### src/rtl/piso_pkg.sv
// Shared constants and helpers for the piso_shift serializer.
package piso_pkg;

   localparam int unsigned PISO_DEFAULT_WIDTH = 8;

   // Bit-reverse a default-width word; maps MSB-first order onto LSB-first order.
   function automatic logic [PISO_DEFAULT_WIDTH-1:0] reverse_bits(
      input logic [PISO_DEFAULT_WIDTH-1:0] word
   );
      logic [PISO_DEFAULT_WIDTH-1:0] rev;
      rev = '0;
      for (int unsigned i = 0; i < PISO_DEFAULT_WIDTH; i++) begin
         rev[i] = word[PISO_DEFAULT_WIDTH-1-i];
      end
      return rev;
   endfunction

endpackage

### src/rtl/piso_shift.sv
// Parallel-in, serial-out shift register, MSB first by default.
// Define PISO_LSB_FIRST_EN to shift right and emit the word LSB first.
module piso_shift
   import piso_pkg::*;
#(
   parameter int unsigned WIDTH = PISO_DEFAULT_WIDTH
) (
   input  logic             clk,
   input  logic             reset,
   input  logic             load,
   input  logic [WIDTH-1:0] parallel_in,
   output logic             serial_out
);

   logic [WIDTH-1:0] shift_q;

   // Priority reset > load > shift; shifting is free-running with zero fill.
   always_ff @(posedge clk) begin
      if (reset) begin
         shift_q <= '0;
      end else if (load) begin
         shift_q <= parallel_in;
      end else begin
`ifdef PISO_LSB_FIRST_EN
         shift_q <= {1'b0, shift_q[WIDTH-1:1]};
`else
         shift_q <= {shift_q[WIDTH-2:0], 1'b0};
`endif
      end
   end

`ifdef PISO_LSB_FIRST_EN
   assign serial_out = shift_q[0];
`else
   assign serial_out = shift_q[WIDTH-1];
`endif

endmodule

### config.mk
export PLATFORM = sky130hd
export DESIGN_NAME = piso_shift
export DESIGN_NICKNAME = d
export VERILOG_FILES = /design/src/rtl/piso_pkg.sv /design/src/rtl/piso_shift.sv
export SDC_FILE = /design/constraint.sdc
export NUM_CORES = 1
export LEC_CHECK = 0
export CAP_MARGIN = 20
export CORE_AREA = 3 3 40 42
export DETAILED_ROUTE_END_ITERATION = 12
export DIE_AREA = 0 0 43 45
export DONT_BUFFER_PORTS = 1
export PLACE_DENSITY = 0.38
export SKIP_CTS_REPAIR_TIMING = 1
export SYNTH_ARGS = -nofsm -noshare
export SYNTH_HDL_FRONTEND = slang
export SYNTH_SLANG_ARGS = --single-unit
### constraint.sdc
create_clock -name clk -period 1.9 [get_ports clk]
set_clock_uncertainty 0.05 [all_clocks]
set_input_delay 0.285 -clock clk [delete_from_list [all_inputs] [get_ports clk]]
set_output_delay 0.285 -clock clk [all_outputs]
set_load 0.02 [all_outputs]
# --- Yosys cells after proc, flatten, opt, wreduce, memory -nomap -nowiden ---
# Cells that the tools add are included.
op_classes:
  reduce_logical: 1
  mux: 1
  bitwise_logic: 1
op_table:
  columns: ["op", "n"]
  rows:
  - ["two-way mux 8 bit", 1]
  - ["OR reduction 2 bit", 1]
  - ["inverter 1 bit", 1]
totals:
  output_inout_bits: 1
  reg_bits: 8

# --- Longest topological paths before layout ---
logic_depth:
  ltp_word: 2
  ltp_mapped: 3

# --- Worst setup path before layout ---
# OpenSTA, ideal clock, no wires.
synth_timing:
  path_kind: "input port to flip-flop"
  start: "input reset"
  end: "register shift_q[0]"
  path_buffers: 1
  t_required_ns: 1.733
  setup_slack_ns: 1.106
  arrival_ns: 0.627
  stages: 2
  cell_sequence: "clkbuf_2 > and3b_2"
synth_via:
  elab_chain_cells: 1
synth_rtl:
  columns: ["item", "line", "source"]
  rows:
  - ["from (decl)", "piso_shift.sv:9", "input logic reset,"]
  - ["OR reduction 2 bit (no source line)", null, null]
  - ["to (signal assigned)", "piso_shift.sv:22", "shift_q <= parallel_in;"]
  - ["to (signal assigned)", "piso_shift.sv:27", "shift_q <= {shift_q[WIDTH-2:0], 1'b0};"]
  - ["to (decl)", "piso_shift.sv:15", "logic [WIDTH-1:0] shift_q;"]
# Every way passes these cells.
# A chain may end at the register's enable or synchronous reset.

# --- Worst setup path in the final report ---
layout_timing:
  start: "register shift_q[7]"
  end: "output serial_out"
layout_rtl:
  columns: ["item", "line", "source"]
  rows:
  - ["to (decl)", "piso_shift.sv:12", "output logic serial_out"]
# No word-level cell between the ends.

==> reports/metrics.csv <==
metric,value,unit
most frequent cell after synthesis,dfxtp_1,
Worst Tran Pin Value,0.197,ns
clk buf depth,2,
Post-Syn Instances,25,
Register Area,160,um2
area of the multi-input gates,106,um2
CTS tree,done,
"Async S/R FF share, synth",0,%
top cell type's share of synthesized area,56.6,%
Setup TNS Final,0,ns
Synth top cells by count,"8 x dfxtp_1, 7 x mux2i_1, 7 x nor2_1",
Post-synth EDFFs,0,
Crit path depth,0,
largest net degree at the start of global routing,9,
CP Capture Type,output port,
Tot GR Track Use,6.09,%
nets@finish,39,
crit path max fanout,1,
residual overflow from global routing,0,
vias in the first global route,178,
share of cells above drive strength 1,15.4,%
"Most flops, register",shift_q,
max reg flops,8,
DIE HEIGHT,45,um
# fillers,145,
syn_nets,36,
met1 Track Usage GR,4.84,%
initial antenna violation count,0,
Syn Area/Cell,11.3,um2
leakage power,0.140,nW
outcome,"finished, final reports clean",
Worst Slack Setup Final,0.899,ns
WHS Path Cells,1,
Top Usage Layer GRT,met2,
vias per std cell,4.07,
Inserted Diodes,0,
most used flip-flop cell after synthesis,dfxtp_1,
initial core utilization,22.0,%
htree depth,1,
Synth Warn #,0,
"Cell Area, Synth",283,um2
"Req. time, crit path",1.56,ns
"Setup violations, final",0,
met2 GRT Util,8.68,%
Slew Limit Fails,0,
drc violations,0,
Hold Path Class,input pin to flip-flop,
pre-CTS WS,1.16,ns
Worst-path clk slew,0.05,ns
pwr/cell area,1040,nW/um2
final worst path period need,1.00,ns
Critical Path Start Type,flip-flop,
Inserted Clock Buffers,3,
Synth Register Bits,8,
max_cap viols,0,
total number of vias,167,
io pins,12,
Synth area leader,dfxtp_1,
WL per Instance,11.4,um
GPL Wtd Cong,0.582,
DIE AREA,1940,um2
FP Rows,13,
Area contributors post-synth,"dfxtp_1 57%, mux2i_1 25%, nor2_1 9.3%",
first-pass GRT wire length,745,um
met3 Usage GRT,8.37,%
Clock Sink Count,8,
RSZ-0062 raised after global routing,false,
Die X,43,um
CTS Root Cell,clkbuf_4,
DRT iter0 DRCs,0,
port bufs,0,
"Seq/Total Area, Yosys",56.6,%
Peak supply drop,398,uV
Synth cell types,6,
top flop regs,shift_q x8,
WL final,469,um
Slew headroom,86.9,%
critical path arrival,0.67,ns
Clock Latency Late Sink,0.25,ns
period utilization,52.7,%
synth-to-layout area growth,8.85,%
Core Footprint,1280,um2
Final Hold Fails,0,
DRT Pass-1 Iters,1,
FMAX,999,MHz
Detail Route Antenna Nets,0,
critical path class,flip-flop to output port,
FF-to-FF path depth,2,
-- logic make-up (layout without fill, tap and decap cells) --
logic type,count (synthesis),count (layout),synth area share [%]
buffers and inverters,2,3,5.75
flip-flops,8,8,56.6
multiplexers,7,7,24.8
AND/OR/NAND/NOR,8,8,12.8
-- path summary, 6_finish.rpt --
path | end | slack [ns] | from
worst min register to register | shift_q[5] | 0.41 | shift_q[4]
worst max-delay path | serial_out | 0.90 | shift_q[7]
worst max register to register | shift_q[2] | 1.27 | shift_q[1]
worst min-delay path | shift_q[6] | 0.05 | reset
-- power breakdown --
part           internal (mW)  leakage [nW]  switching, mW
Combinational        0.00973        0.0606        0.00438
Clock                 0.0720        0.0138         0.0534
Sequential             0.177        0.0660        0.00376
-- metal layers --
| layer | share of wire [%] | routed length, um |
|---|---|---|
| met3 | 17 | 81 |
| met5 | 0 | 0 |
| met1 | 38 | 177 |
| met2 | 45 | 210 |
| met4 | 0 | 0 |
-- final cells by class --
| class | instances | share of cell area, % |
|---|---|---|
| clock buffer | 3 | 7.32 |
| multi-input combinational | 15 | 34.6 |
| tap | 15 | 6.10 |
| sequential | 8 | 52.0 |
-- placed cells by master, fill, tap and decap left out --
cell type / count
clkbuf_4: 3
mux2i_1: 7
nor2_1: 7
and3b_2: 1
dfxtp_1: 8
-- through the flow --
| stage | total power, mW | utilization [%] | area (um2) | hold slack [ns] | instances |
|---|---|---|---|---|---|
| 2_1_floorplan | 0.204 | - | 283 | 0.382 | 25 |
| 3_3_place_gp | 0.199 | 22.2 | 285 | 0.309 | 38 |
| 3_5_place_dp | 0.199 | 22.2 | 285 | 0.310 | 38 |
| 4_1_cts | 0.333 | 24.0 | 308 | 0.0351 | 41 |
| 5_1_grt | 0.338 | 24.0 | 308 | 0.0343 | 41 |
| 6_report | 0.321 | 24.0 | 308 | 0.0511 | 41 |
Note: power is estimated with default switching activity, not from simulation.
